[src/rtl/sad_pkg.sv]
// Shared definitions for the SAD candidate scanner and the min-SAD register.
// Latency: n/a (package: default geometry, clog2 helper, scanner state encoding).
// Backpressure: n/a.
package sad_pkg;

    localparam int DEF_FRAME_W = 64;
    localparam int DEF_FRAME_H = 64;
    localparam int DEF_BLK_W   = 4;
    localparam int DEF_BLK_H   = 4;
    localparam int DEF_PIX_W   = 8;
    localparam int DEF_SAD_W   = 32;
    localparam int DEF_COORD_W = 8;

    // Ceiling log2; 1 for v<=2 so that address ports are never zero-width.
    function automatic int clog2(input int v);
        int r;
        r = 1;
        for (int k = 1; k < 31; k++) begin
            if ((1 << k) < v) r = k + 1;
        end
        return r;
    endfunction

    typedef enum logic [2:0] {
        SCAN_IDLE  = 3'd0,
        SCAN_FETCH = 3'd1,
        SCAN_DRAIN = 3'd2,
        SCAN_EMIT  = 3'd3,
        SCAN_DONE  = 3'd4
    } scan_state_t;

endpackage

[src/rtl/sad_absdiff_acc.sv]
// Absolute difference of two pixels added into a SAD accumulator with clear/enable.
// Latency: 1 cycle (AccOut reflects an enabled sample on the following cycle).
// Backpressure: none; caller gates with En, Clr has priority.
// Ports: Clk, Rst_n (sync, active-low), Clr, En, PixA, PixB, AccOut.
module sad_absdiff_acc #(
    parameter int PIX_W = 8,
    parameter int SAD_W = 32
) (
    input  logic             Clk,
    input  logic             Rst_n,
    input  logic             Clr,
    input  logic             En,
    input  logic [PIX_W-1:0] PixA,
    input  logic [PIX_W-1:0] PixB,
    output logic [SAD_W-1:0] AccOut
);

    logic [PIX_W:0] diff;
    logic [PIX_W:0] absd;

    // One extra bit so the sign of PixA-PixB is visible.
    always_comb begin
        diff = {1'b0, PixA} - {1'b0, PixB};
        absd = diff[PIX_W] ? (~diff + 1'b1) : diff;
    end

    always_ff @(posedge Clk) begin
        if (!Rst_n) begin
            AccOut <= '0;
        end else if (Clr) begin
            AccOut <= '0;
        end else if (En) begin
            AccOut <= AccOut + {{(SAD_W-PIX_W-1){1'b0}}, absd};
        end
    end

endmodule

[src/rtl/sad_candidate_scanner.sv]
// Sweeps every block position of the frame, emitting one (SAD,row,col) per position.
// Latency: BLK_W*BLK_H+2 cycles per candidate; first SADValid N+2 cycles after Start.
// Backpressure: none; consumer must accept every SADValid strobe.
// Ports: Clk, Rst_n (sync, active-low), Start, FrameAddr/TmplAddr (to sync RAMs),
//        FramePixel/TmplPixel (1-cycle RAM data), SADOut/SADRowOut/SADColumnOut/SADValid,
//        Busy, Done.
module sad_candidate_scanner
    import sad_pkg::*;
#(
    parameter int FRAME_W = DEF_FRAME_W,
    parameter int FRAME_H = DEF_FRAME_H,
    parameter int BLK_W   = DEF_BLK_W,
    parameter int BLK_H   = DEF_BLK_H,
    parameter int PIX_W   = DEF_PIX_W,
    parameter int SAD_W   = DEF_SAD_W,
    parameter int COORD_W = DEF_COORD_W
) (
    input  logic                                Clk,
    input  logic                                Rst_n,
    input  logic                                Start,
    output logic [clog2(FRAME_W*FRAME_H)-1:0]   FrameAddr,
    output logic [clog2(BLK_W*BLK_H)-1:0]       TmplAddr,
    input  logic [PIX_W-1:0]                    FramePixel,
    input  logic [PIX_W-1:0]                    TmplPixel,
    output logic [SAD_W-1:0]                    SADOut,
    output logic [COORD_W-1:0]                  SADRowOut,
    output logic [COORD_W-1:0]                  SADColumnOut,
    output logic                                SADValid,
    output logic                                Busy,
    output logic                                Done
);

    localparam int FA_W   = clog2(FRAME_W*FRAME_H);
    localparam int TA_W   = clog2(BLK_W*BLK_H);
    localparam int LAST_R = FRAME_H - BLK_H;
    localparam int LAST_C = FRAME_W - BLK_W;

    scan_state_t        state_q, state_d;
    logic [COORD_W-1:0] r_q, r_d, c_q, c_d;
    logic [COORD_W-1:0] i_q, i_d, j_q, j_d;
    logic               rd_vld_q;
    logic               acc_clr;
    logic [SAD_W-1:0]   acc;

    sad_absdiff_acc #(
        .PIX_W (PIX_W),
        .SAD_W (SAD_W)
    ) u_acc (
        .Clk    (Clk),
        .Rst_n  (Rst_n),
        .Clr    (acc_clr),
        .En     (rd_vld_q),
        .PixA   (FramePixel),
        .PixB   (TmplPixel),
        .AccOut (acc)
    );

    // Next-state and next-index logic. Indices always point at the pixel
    // whose address is being presented this cycle.
    always_comb begin
        state_d = state_q;
        r_d     = r_q;
        c_d     = c_q;
        i_d     = i_q;
        j_d     = j_q;
        acc_clr = 1'b0;
        case (state_q)
            SCAN_IDLE: begin
                if (Start) begin
                    state_d = SCAN_FETCH;
                    r_d     = '0;
                    c_d     = '0;
                    i_d     = '0;
                    j_d     = '0;
                end
            end
            SCAN_FETCH: begin
                if (j_q == COORD_W'(BLK_W-1)) begin
                    j_d = '0;
                    if (i_q == COORD_W'(BLK_H-1)) begin
                        i_d     = '0;
                        state_d = SCAN_DRAIN;
                    end else begin
                        i_d = i_q + 1'b1;
                    end
                end else begin
                    j_d = j_q + 1'b1;
                end
            end
            SCAN_DRAIN: begin
                state_d = SCAN_EMIT;
            end
            SCAN_EMIT: begin
                acc_clr = 1'b1;
                state_d = SCAN_FETCH;
                if (c_q == COORD_W'(LAST_C)) begin
                    c_d = '0;
                    if (r_q == COORD_W'(LAST_R)) begin
                        r_d     = '0;
                        state_d = SCAN_DONE;
                    end else begin
                        r_d = r_q + 1'b1;
                    end
                end else begin
                    c_d = c_q + 1'b1;
                end
            end
            SCAN_DONE: begin
                state_d = SCAN_IDLE;
            end
            default: begin
                state_d = SCAN_IDLE;
            end
        endcase
    end

    always_ff @(posedge Clk) begin
        if (!Rst_n) begin
            state_q      <= SCAN_IDLE;
            r_q          <= '0;
            c_q          <= '0;
            i_q          <= '0;
            j_q          <= '0;
            rd_vld_q     <= 1'b0;
            FrameAddr    <= '0;
            TmplAddr     <= '0;
            SADOut       <= '0;
            SADRowOut    <= '0;
            SADColumnOut <= '0;
            SADValid     <= 1'b0;
            Busy         <= 1'b0;
            Done         <= 1'b0;
        end else begin
            state_q  <= state_d;
            r_q      <= r_d;
            c_q      <= c_d;
            i_q      <= i_d;
            j_q      <= j_d;
            // RAM data lands one cycle after each FETCH address.
            rd_vld_q <= (state_q == SCAN_FETCH);

            // Addresses are loaded for the pixel issued next cycle and
            // otherwise hold.
            if (state_d == SCAN_FETCH) begin
                FrameAddr <= FA_W'((int'(r_d) + int'(i_d)) * FRAME_W + int'(c_d) + int'(j_d));
                TmplAddr  <= TA_W'(int'(i_d) * BLK_W + int'(j_d));
            end

            SADValid <= (state_q == SCAN_EMIT);
            if (state_q == SCAN_EMIT) begin
                SADOut       <= acc;
                SADRowOut    <= r_q;
                SADColumnOut <= c_q;
            end

            Done <= (state_q == SCAN_DONE);
            if (state_q == SCAN_IDLE && Start) begin
                Busy <= 1'b1;
            end else if (state_q == SCAN_DONE) begin
                Busy <= 1'b0;
            end
        end
    end

endmodule

[config.mk]
export PLATFORM = sky130hd
export DESIGN_NAME = sad_candidate_scanner
export DESIGN_NICKNAME = d
export VERILOG_FILES = /design/src/rtl/sad_pkg.sv /design/src/rtl/sad_absdiff_acc.sv /design/src/rtl/sad_candidate_scanner.sv
export SDC_FILE = /design/constraint.sdc
export NUM_CORES = 1
export LEC_CHECK = 0
export CAP_MARGIN = 20
export CORE_MARGIN = 2
export CORE_UTILIZATION = 36
export CTS_BUF_LIST = sky130_fd_sc_hd__clkbuf_4
export CTS_CLUSTER_SIZE = 40
export DETAILED_ROUTE_END_ITERATION = 10
export SLEW_MARGIN = 20
export SYNTH_ARGS = -nofsm -noshare
export SYNTH_HDL_FRONTEND = slang
export SYNTH_SLANG_ARGS = --single-unit
[constraint.sdc]
create_clock -name Clk -period 7.8 [get_ports Clk]
set_clock_uncertainty 0.05 [all_clocks]
set_input_delay 1.56 -clock Clk [delete_from_list [all_inputs] [get_ports Clk]]
set_output_delay 1.56 -clock Clk [all_outputs]
set_load 0.05 [all_outputs]
=== After elaboration in Yosys (flattened, before gate mapping) ===
Index checks and enable logic that the tools add are counted.

* Register bits after elaboration: 135
* Bits of input ports: 19
* Output and inout bits: 67
* Word-level logic and storage cells: 65

* Add/subtract/negate cells: 11
* Equal/unequal tests: 9
* Multiplexer cells: 24
* Bitwise operators: 2
* Reduce and logical (&&, ||, !) cells: 4

{| class="wikitable"
|+ Operator list
! kind !! count
|-
| 8-bit 2-to-1 mux || 10
|-
| 8-bit case mux with 2 select lines || 4
|-
| 32-bit by 9-bit adder with 32-bit output || 1
|-
| 8-bit by 1-bit adder with 8-bit output, second input constant || 4
|-
| 12-bit by 8-bit adder with 12-bit output || 2
|-
| 8-bit by 2-bit equality test with 1-bit output, second input constant || 2
|-
| 8-bit by 6-bit equality test with 1-bit output, second input constant || 2
|-
| 3-bit 2-to-1 mux || 5
|-
| 3-bit case mux with 4 select lines || 1
|-
| 9-bit by 1-bit adder with 9-bit output, second input constant || 1
|-
| 9-bit 2-to-1 mux || 1
|-
| 9-bit NOT || 1
|-
| 8-bit by 8-bit subtractor with 9-bit output || 1
|-
| 6-bit adder || 1
|-
| 3-bit by 1-bit equality test with 1-bit output, second input constant || 2
|-
| 3-bit by 2-bit equality test with 1-bit output, second input constant || 2
|-
| 4-bit adder || 1
|-
| 3-bit equality test, second input constant || 1
|-
| 3-bit zero test || 1
|-
| 1-bit 2-to-1 mux || 3
|-
| 2-bit nonzero test || 1
|-
| 2-bit OR reduction || 1
|-
| 1-bit logical AND || 1
|-
| 1-bit NOT || 1
|}

=== Depth between registers and ports, before layout ===
Gate-level depths: netlist of run 1.

* Depth in word-level cells: 7
* Depth in mapped cells: 20
* Mapped depth without buffers: 20

=== By module ===
A second synthesis of run 1 with hierarchy kept.

* Cell total of the unflattened synthesis: 919
* Area total of the unflattened synthesis: 7,465.9 um^2

{| class="wikitable"
|+ Modules (own cells, without submodules)
! module !! instances !! cells an instance !! area an instance (um^2) !! seq. area each (um^2)
|-
| sad_candidate_scanner || 1 || 634 || 5,071.1 || 2,062.0
|-
| sad_absdiff_acc || 1 || 285 || 2,394.8 || 640.6
|}

=== Worst setup path before layout of run 1 ===
No wires, ideal clock.

* Path kind: input to register
* Start point: in Start
* End point: reg FrameAddr[11]
* Library setup time: 0.075 ns
* Arrival: 5.062 ns
* Data required time: 7.675 ns
* Path slack: 2.614 ns
* Stages on the path: 18
* Path buffers: 0
* Cell sequence: or4b_1 nand2_1 nand2_1 nand2_1 o31ai_1 ha_1 inv_1 fa_1 fa_1 inv_1 ha_1 o21ai_0 nand2b_1 a31oi_1 nand3b_1 xor2_2 xnor3_1 o22ai_1

* Cells in the longest elaborated chain, start to end: 5
* Elaborated cells between the ends (all ways): 14
* Those cells by class: add/sub: 3; eq/ne: 1; mux: 10

{| class="wikitable"
|+ Ends and longest elaborated chain
! what !! RTL line !! RTL
|-
| start, declared || sad_candidate_scanner.sv:20 || <nowiki>input logic Start,</nowiki>
|-
| 8-bit 2-to-1 mux || sad_candidate_scanner.sv:69 || <nowiki>if (Start) begin</nowiki>
|-
| 8-bit case mux with 2 select lines || sad_candidate_scanner.sv:67 || <nowiki>case (state_q)</nowiki>
|-
| via r_d[0] || sad_candidate_scanner.sv:39 || <nowiki>logic [COORD_W-1:0] r_q, r_d, c_q, c_d;</nowiki>
|-
| 6-bit adder || sad_candidate_scanner.sv:145 || <nowiki>FrameAddr <= FA_W'((int'(r_d) + int'(i_d)) * FRAME_W + int'(c_d) + int'(j_d));</nowiki>
|-
| 12-bit by 8-bit adder with 12-bit output (2 in series) || sad_candidate_scanner.sv:145 ||
|-
| end signal, assigned || sad_candidate_scanner.sv:145 ||
|-
| end, declared || sad_candidate_scanner.sv:21 || <nowiki>output logic [clog2(FRAME_W*FRAME_H)-1:0] FrameAddr,</nowiki>
|}

The timed path passes the listed nets, and every way through them passes these cells.
A chain may end at the register's enable or synchronous reset.

=== Final worst setup path of run 1 ===
Same ends and word-level chain as after synthesis.

==> flow_summary.ini, run 1 <==
[outcome]
status = completed

[setup_path]
crit_path_start = Start
cp_slowest_cell = clkdlybuf4s50_1
r2r_start = state_q[1]
worst_setup_path_end_kind = register
critical_path_class = primary input to register
cp-start-kind = primary input
crit_top_cell = nand2_1
critPathRequiredTime_ns = 8.23
path_buf_inv = 3
cpLargestDelayFamily = adder cells
cp_data_arrival_time_ns = 6.02
cpPeakStageDelay_ns = 0.58
cp_cell_sequence = clkdlybuf4s50_1, or4b_1, nand2_1, nand2_1, nand2_1, o31ai_1, ha_1, inv_1, fa_1, fa_1, inv_1, ha_1, o21ai_0, nand2b_1, a31oi_1, nand3b_1, xor2_2, xnor3_1, o22ai_1
path_max_fanout = 6

[route]
drc_errors = 0
drt-vias-per-instance = 5.02
antenna_left = 0
dr.pass1.iters = 4
drt_iter0_markers = 275
num_vias = 6239
wl_per_cell_um = 13.7
drt-total-wl_mm = 17.1

[clock_network]
clock_sinks = 135
cts_buffer_depth = 2
root_buffer = clkbuf_4
cts_tree = built
cts_hold_buf = 0
cts_buffers = 17
clk_latency_ns = 0.56
htreeDepth = 4
cts_setup_buffers = 0
clkTransAtPathRegs_ns = 0.13
ctsResizeCount = 0

[cells_and_area]
layout_common_cells = nand2_1 (154), dfxtp_1 (135), clkdlybuf4s50_1 (85), nor2_1 (78), a21oi_1 (75)
final_common_cell = nand2_1
drive_above_1_share_pct = 7.09
finalNonFillerCells = 1244
nNetsFinal = 1029
finalInstanceArea_sq_um = 8670
syn_to_final_growth_pct = 17.8
top_regs = SADOut: 32 flops, u_acc.AccOut: 32 flops, FrameAddr: 12 flops

[grt]
grt_max_degree = 82
grt_use_total_pct = 15.9
grt_pass1_wl_mm = 28.3
grt_pass1_vias = 5678
antenna_found_initial = 1
grt-ovfl-total = 0

[hold_path]
hp-class = register to register
holdCritStartpoint = SADOut[30]

[synthesis]
syn_avg_cell_area_sq_um = 8.27
yosysTopAreaCellShare_pct = 36.7
synth_cell_types = 76
yosysWarnings = 0
synthesis.area_sq_um = 7360
synth_edf_count = 0
synth_area_leaders = dfxtp_1 (37%), nand2_1 (7.9%), ha_1 (7.5%)
synth_seq_cells = 135
synth_ff_type = dfxtp_1
synth_nets = 959
synth.largest_area_cell = dfxtp_1
synth_cells = 890
async_reset_ff_share_pct = 0
yosysSeqAreaShare_pct = 36.7

[sta]
fmax_mhz = 179
fin_ws_ns = 2.21
hold_violations = 0
slew_violations = 0
worst-slew-pin-transition_ns = 0.943
timing.final.crit_period_ns = 5.59
setup_viol = 0
setup_tns_ns = 0
rsz0062_at_grt = false
slew_headroom_pct = 36.9
worst_hold_slack_ns = 0.412
fin_crit_sh_pct = 71.7

[floorplanning]
rows = 52
die_y_um = 147
die_x_um = 147
initial_core_util_pct = 36.5
core_sq_um = 20200
io_pins = 86
dieArea_sq_um = 21600

[placed_design]
place_congestion = 0.851
dpl_worst_slack_ns = 1.68
dpl.hpwl_mm = 12.0
dp.cells = 1211
port_buffers = 85
post_dp_cell_area_sq_um = 8410

[power]
combPwrFrac_pct = 14.9
clockPowerShare_pct = 32.7
pwr_density_cell_nw_per_um2 = 156
p_leak_nw = 3.36
seq_power_share_pct = 52.4
switching_share_pct = 31.9
vdd_drop_max_v = 0.000103
internal_power_uw = 919
p_sw_uw = 430

[run]
drv_cap = 0
==> cells in the mapped netlist (5+ instances only) <==
library cell	n
a211oi_1	7
a21o_1	6
a21oi_1	75
a31oi_1	5
and2_1	21
and3_1	12
buf_2	6
clkbuf_1	25
dfxtp_1	135
fa_1	6
ha_1	44
inv_1	31
mux2i_1	22
nand2_1	154
nand2b_1	8
nand3_1	21
nand4_1	15
nor2_1	78
nor2b_1	8
nor3_1	8
o21a_1	6
o21ai_0	28
o21ai_1	19
o21bai_1	5
o31ai_1	6
or3_1	10
xnor2_1	30
xor2_1	17
==> kinds of logic (layout without fill, tap and decap cells) <==
kind of cell | Yosys count | count (layout) | share of synthesized area, %
AOI/OAI and AO/OA | 194 | 194 | 16.6
muxes | 22 | 22 | 2.99
and+or+nand+nor | 369 | 369 | 24.4
buffers and inverters | 71 | 154 | 4.11
DFF | 135 | 135 | 36.7
adders and majority gates | 50 | 50 | 9.11
other | 0 | 1 | 0
xor gates and xnor gates | 49 | 49 | 6.12
==> final timing paths <==
check	end	depth (start not counted)	slack, ns
worst min register to register	SADOut[30]	2	0.41
worst max register to register	FrameAddr[11]	16	3.03
worst min-delay path	SADOut[30]	2	0.41
worst max-delay path	FrameAddr[11]	19	2.21
==> stage by stage <==
step	util (%)	power (mW)
final	43.0	1.35
after floorplan	-	0.877
after detailed placement	41.7	0.924
after CTS	43.0	1.37
after global placement	41.7	0.922
after global routing	43.0	1.42
==> tightest hold or removal path, cell delays in order, from the launching register on <==
cell	delay [ns]
dfxtp_1	0.33
nand2_1	0.05
a21oi_1	0.05
==> power groups by stage <==
| stage | Sequential, mW | Clock, mW | Combinational [mW] |
|---|---|---|---|
| detailed placement | 0.722 | 0 | 0.202 |
| global route | 0.708 | 0.486 | 0.226 |
| CTS | 0.707 | 0.462 | 0.203 |
| global placement | 0.722 | 0 | 0.201 |
| floorplan | 0.728 | 0 | 0.149 |
| finish | 0.706 | 0.441 | 0.201 |
==> layout make-up <==
cell class	instances	area (sq um)
Antenna cell	1	2.50
Timing Repair Buffer	90	888
Tap cell	270	338
Inverter	32	120
Fill cell	2090	11500
Clock buffer	17	128
Clock inverter	15	133
Multi-Input combinational cell	684	4360
Sequential cell	135	2700
==> per-layer routing <==
layer	track usage, %	wire (um)	up-vias
li1	-	-	3237
met1	22.8	8900	2862
met2	23.9	7190	126
met3	3.60	748	14
met4	4.76	211	0
met5	0	0	-
Note: power is estimated with default switching activity, not from simulation.
==> inputs of run 2 (changes only) <==
==> constraint.sdc (replaced) <==
create_clock -name Clk -period 4.53 [get_ports Clk]
set_clock_uncertainty 0.05 [all_clocks]
set_input_delay 0.906 -clock Clk [delete_from_list [all_inputs] [get_ports Clk]]
set_output_delay 0.906 -clock Clk [all_outputs]
set_load 0.05 [all_outputs]
==> flow_summary.ini, run 2 (synthesized netlist as in run 1, its figures left out) <==
[clock_network]
htreeDepth = 4
clk_latency_ns = 0.57
cts_tree = built
clock_sinks = 135
cts_buffer_depth = 2
cts_hold_buf = 0
root_buffer = clkbuf_4
clkTransAtPathRegs_ns = 0.13
cts_buffers = 17

[outcome]
status = completed

[cells_and_area]
nFillCells = 2032
layout_common_cells = nand2_1 (154), dfxtp_1 (134), buf_4 (105), clkdlybuf4s50_1 (84), nor2_1 (77)
finalNonFillerCells = 1344
finalInstanceArea_sq_um = 9480
regArea_sq_um = 2700
final_common_cell = nand2_1
multi_input_area_sq_um = 4410
nNetsFinal = 1129
syn_to_final_growth_pct = 28.7
top_regs = SADOut: 32 flops, u_acc.AccOut: 32 flops, FrameAddr: 12 flops
drive_above_1_share_pct = 16.9

[sta]
hold_violations = 0
slew_violations = 0
fmax_mhz = 229
setup_tns_ns = 0
setup_viol = 0
fin_crit_sh_pct = 96.4
worst-slew-pin-transition_ns = 0.909
fin_ws_ns = 0.165
timing.final.crit_period_ns = 4.36
slew_headroom_pct = 39.4
worst_hold_slack_ns = 0.411

[hold_path]
hp-class = register to register
holdCritStartpoint = SADOut[19]
min_to = SADOut[19]
holdPathStages = 2

[grt]
grt-ovfl-total = 0
grt_pass1_wl_mm = 29.6
antenna_found_initial = 1
grt_pass1_vias = 6057
grt_max_degree = 82
grt_use_total_pct = 16.9

[floorplanning]
die_y_um = 147
die_x_um = 147
initial_core_util_pct = 36.5
core_sq_um = 20200
rows = 52
io_pins = 86
dieArea_sq_um = 21600

[route]
dr.pass1.iters = 5
num_vias = 6536
antenna_left = 0
drt-total-wl_mm = 18.0
drt_iter0_markers = 213
drc_errors = 0
wl_per_cell_um = 13.4
drt-vias-per-instance = 4.86

[setup_path]
cp_cell_sequence = clkdlybuf4s50_1, inv_1, ha_1, fa_1, nor2b_1, o21a_1, o21ai_2, and2_4, or3_1, o211ai_1, xnor2_1, ha_1, and3_1, o41ai_2, buf_4, a2111oi_0, buf_4, xnor2_1, nor2_1
cp-start-kind = primary input
cpLargestDelayFamily = compound AO/OA/AOI/OAI gates
cpPeakStageDelay_ns = 0.45
cp_data_arrival_time_ns = 4.79
worst_setup_path_end_kind = register
rr_endpoint = FrameAddr[10]
path_max_fanout = 7
critical_path_class = primary input to register
r2r_cells = 17
path_buf_inv = 4
cp_slowest_cell = clkdlybuf4s50_1
critPathRequiredTime_ns = 4.96
r2r_slack_ns = 0.21
r2r_start = c_q[1]

[power]
vdd_drop_max_v = 0.000187
p_leak_nw = 3.86
pwr_density_cell_nw_per_um2 = 256

[placed_design]
port_buffers = 85
dpl.hpwl_mm = 13.0
post_dp_cell_area_sq_um = 9130
dpl_worst_slack_ns = -0.699
place_congestion = 0.845
dp.cells = 1307

[run]
drv_cap = 0
## run 2: layout make-up
class | count | share of cell area, %
Multi-Input combinational cell | 684 | 46.6
Sequential cell | 135 | 28.5
Tap cell | 270 | 3.56
Timing Repair Buffer | 190 | 17.3
Clock inverter | 15 | 1.39
Clock buffer | 17 | 1.35
Antenna cell | 1 | 0.0264
Inverter | 32 | 1.27
## run 2: worst max path at each step
stage                       start               end  slack (ns)  cells after the start
finish              FramePixel[0]  u_acc.AccOut[19]        0.17                     19
global placement            Start     FrameAddr[11]       -0.56                     19
detailed placement          Start     FrameAddr[11]       -0.70                     19
global route        FramePixel[0]  u_acc.AccOut[19]       -0.03                     20
floorplan                   Start     FrameAddr[11]        0.03                     18
CTS                         Start     FrameAddr[10]        0.01                     17
## run 2: timing repair
item,4_1_cts,5_1_grt
endpoints found under the setup margin,1,25
gates resized for setup,1,18
buffers inserted,0,4
pin swaps,2,10
## run 2: layer usage
metal | share of wire [%] | GRT usage, % | wire (um) | vias to the layer above
met2 | 44 | 26.0 | 7840 | 122
li1 | - | - | - | 3436
met5 | 0 | 0 | 0 | -
met4 | 1.3 | 4.76 | 235 | 0
met3 | 4.2 | 3.88 | 762 | 17
met1 | 51 | 23.9 | 9180 | 2961
## run 2: power by group
group / internal, mW / switching, mW
Sequential: 1.20 / 0.0150
Clock: 0.239 / 0.521
Combinational: 0.223 / 0.228
## run 2: metrics by stage
| stage | power, mW | utilization (%) |
|---|---|---|
| finish | 2.43 | 47.0 |
| global placement | 1.68 | 45.3 |
| global route | 2.56 | 47.0 |
| floorplan | 1.51 | - |
| detailed placement | 1.68 | 45.3 |
| CTS | 2.45 | 46.6 |
## run 2: worst register-to-register path: stages, from the launching register on
cell and delay, ns:
dfxtp_2 0.36, inv_1 0.07, ha_1 0.17, nand3_2 0.12, nor4_4 0.33, o21ai_1 0.17
o31ai_2 0.27, ha_1 0.22, inv_1 0.06, fa_1 0.44, fa_1 0.49, inv_1 0.04
ha_1 0.31, a211o_1 0.33, o311a_1 0.33, o21ai_1 0.14, xor2_1 0.09, a211oi_1 0.24
==> inputs of run 3 (changes only) <==
==> constraint.sdc (replaced) <==
create_clock -name Clk -period 4.53 [get_ports Clk]
set_clock_uncertainty 0.05 [all_clocks]
set_input_delay 1.359 -clock Clk [delete_from_list [all_inputs] [get_ports Clk]]
set_output_delay 1.359 -clock Clk [all_outputs]
set_load 0.05 [all_outputs]
==> flow_summary.ini, run 3 (synthesized netlist as in run 1, its figures left out) <==
[cells_and_area]
top_regs = SADOut: 32 flops, u_acc.AccOut: 32 flops, FrameAddr: 12 flops
drive_above_1_share_pct = 21.2
antennaDiodeCount = 0
layout_common_cells = nand2_1 (150), dfxtp_1 (135), buf_4 (109), nor2_1 (77), clkdlybuf4s50_1 (76)
final_common_cell = nand2_1
syn_to_final_growth_pct = 35.4
nFillCells = 1965
fin_util_pct = 49.4
nNetsFinal = 1140

[clock_network]
cts_buffers = 17
root_buffer = clkbuf_4
cts_buffer_depth = 2
htreeDepth = 4
clkTransAtPathRegs_ns = 0.12
cts_tree = built
clock_sinks = 135
clk_latency_ns = 0.57

[power]
p_leak_nw = 4.03
vdd_drop_max_v = 0.000187
p_sw_uw = 762
internal_power_mw = 1.91
switching_share_pct = 28.6
clockPowerShare_pct = 35.0
combPwrFrac_pct = 19.4
pwr_density_cell_nw_per_um2 = 268
seq_power_share_pct = 45.5

[grt]
grt_pass1_wl_mm = 31.5
grt_use_total_pct = 17.9
antenna_found_initial = 0
grt_max_degree = 82
grt-ovfl-total = 0
grt_pass1_vias = 6450

[floorplanning]
initial_core_util_pct = 36.5
die_x_um = 147
core_sq_um = 20200
die_y_um = 147
dieArea_sq_um = 21600
io_pins = 86
rows = 52

[route]
drc_errors = 0
wl_per_cell_um = 14.0
antenna_left = 0
drt-vias-per-instance = 4.94
dr.pass1.iters = 5
wirelength_met1_mm = 9.12
wl_met2_mm = 8.83
drt-total-wl_mm = 18.9
drt_iter0_markers = 309
met3WireLength_um = 778
routed.top_layer = met4
num_vias = 6695

[hold_path]
hp-class = register to register

[sta]
slew_violations = 0
setup_tns_ns = 0
fmax_mhz = 225
timing.final.crit_period_ns = 4.44
worst-slew-pin-transition_ns = 0.880
fin_crit_sh_pct = 98.0
fin_ws_ns = 0.0916
slew_headroom_pct = 41.3
setup_viol = 0
hold_violations = 0

[setup_path]
critPathRequiredTime_ns = 4.95
cp_slowest_cell = or3_4
cpLargestDelayFamily = simple AND/OR/NAND/NOR gates
path_buf_inv = 3
worst_setup_path_end_kind = register
cpPeakStageDelay_ns = 0.39
critical_path_class = primary input to register
path_max_fanout = 5
cp-start-kind = primary input
cp_data_arrival_time_ns = 4.86
cp_cell_sequence = clkdlybuf4s15_1, ha_4, fa_2, nor2b_1, o21a_1, or3_4, and2_4, or3_1, o211ai_1, xnor2_1, ha_1, buf_6, o21ai_2, nand2b_1, a21oi_2, nor2_4, clkbuf_16, nand4_1, xor2_1, nor2_1

[run]
drv_cap = 0

[placed_design]
port_buffers = 85
dpl_worst_slack_ns = -0.910
dpl.hpwl_mm = 13.5
place_congestion = 0.792

[outcome]
status = completed
## run 3: power groups by stage
| stage | Sequential (mW) | Clock, mW | Combinational (mW) |
|---|---|---|---|
| 2_1_floorplan | 1.25 | 0 | 0.275 |
| 3_3_place_gp | 1.24 | 0 | 0.469 |
| 3_5_place_dp | 1.24 | 0 | 0.475 |
| 4_1_cts | 1.22 | 0.961 | 0.496 |
| 5_1_grt | 1.22 | 1.01 | 0.569 |
| 6_report | 1.21 | 0.934 | 0.519 |
## run 3: what timing repair did
item / 4_1_cts / 5_1_grt
buffers inserted: 5 / 3
resized for setup: 22 / 28
pin swaps: 23 / 31
hold buffers: 0 / 0
cloned: 1 / 1
setup endpoints to repair: 30 / 28
## run 3: layout make-up
cell class | count | area (sq um) | share of cell area, %
Clock buffer | 18 | 135 | 1.36
Clock inverter | 14 | 201 | 2.02
Inverter | 32 | 133 | 1.33
Multi-Input combinational cell | 685 | 4680 | 46.9
Sequential cell | 135 | 2700 | 27.1
Tap cell | 270 | 338 | 3.39
Timing Repair Buffer | 200 | 1780 | 17.9
## run 3: through the flow
stage / hold WS [ns] / cells / power, mW / area [sq um]
4_1_cts: 0.414 / 1350 / 2.67 / 9820
6_report: 0.409 / 1354 / 2.67 / 9970
3_3_place_gp: 0.393 / 1312 / 1.71 / 9340
2_1_floorplan: 0.391 / 890 / 1.53 / 7510
3_5_place_dp: 0.396 / 1312 / 1.72 / 9340
5_1_grt: 0.424 / 1354 / 2.80 / 9970
## run 3: metal layers
metal  vias up  track usage (%)
li1       3444                -
met5         -                0
met4         0             4.28
met3        15             4.53
met1      3105             24.2
met2       131             28.8
## run 3: final timing paths
kind           startpoint               end  slack [ns]  cells past startpoint
max          TmplPixel[0]  u_acc.AccOut[30]        0.09                     20
min            SADOut[25]        SADOut[25]        0.41                      2
max reg2reg        c_q[1]     FrameAddr[10]        0.24                     18
min reg2reg    SADOut[25]        SADOut[25]        0.41                      2
## run 3: worst min-delay path, cell delays in order, from the launching register on
cell	delay, ns
dfxtp_1	0.32
nand2_1	0.05
a21oi_1	0.05
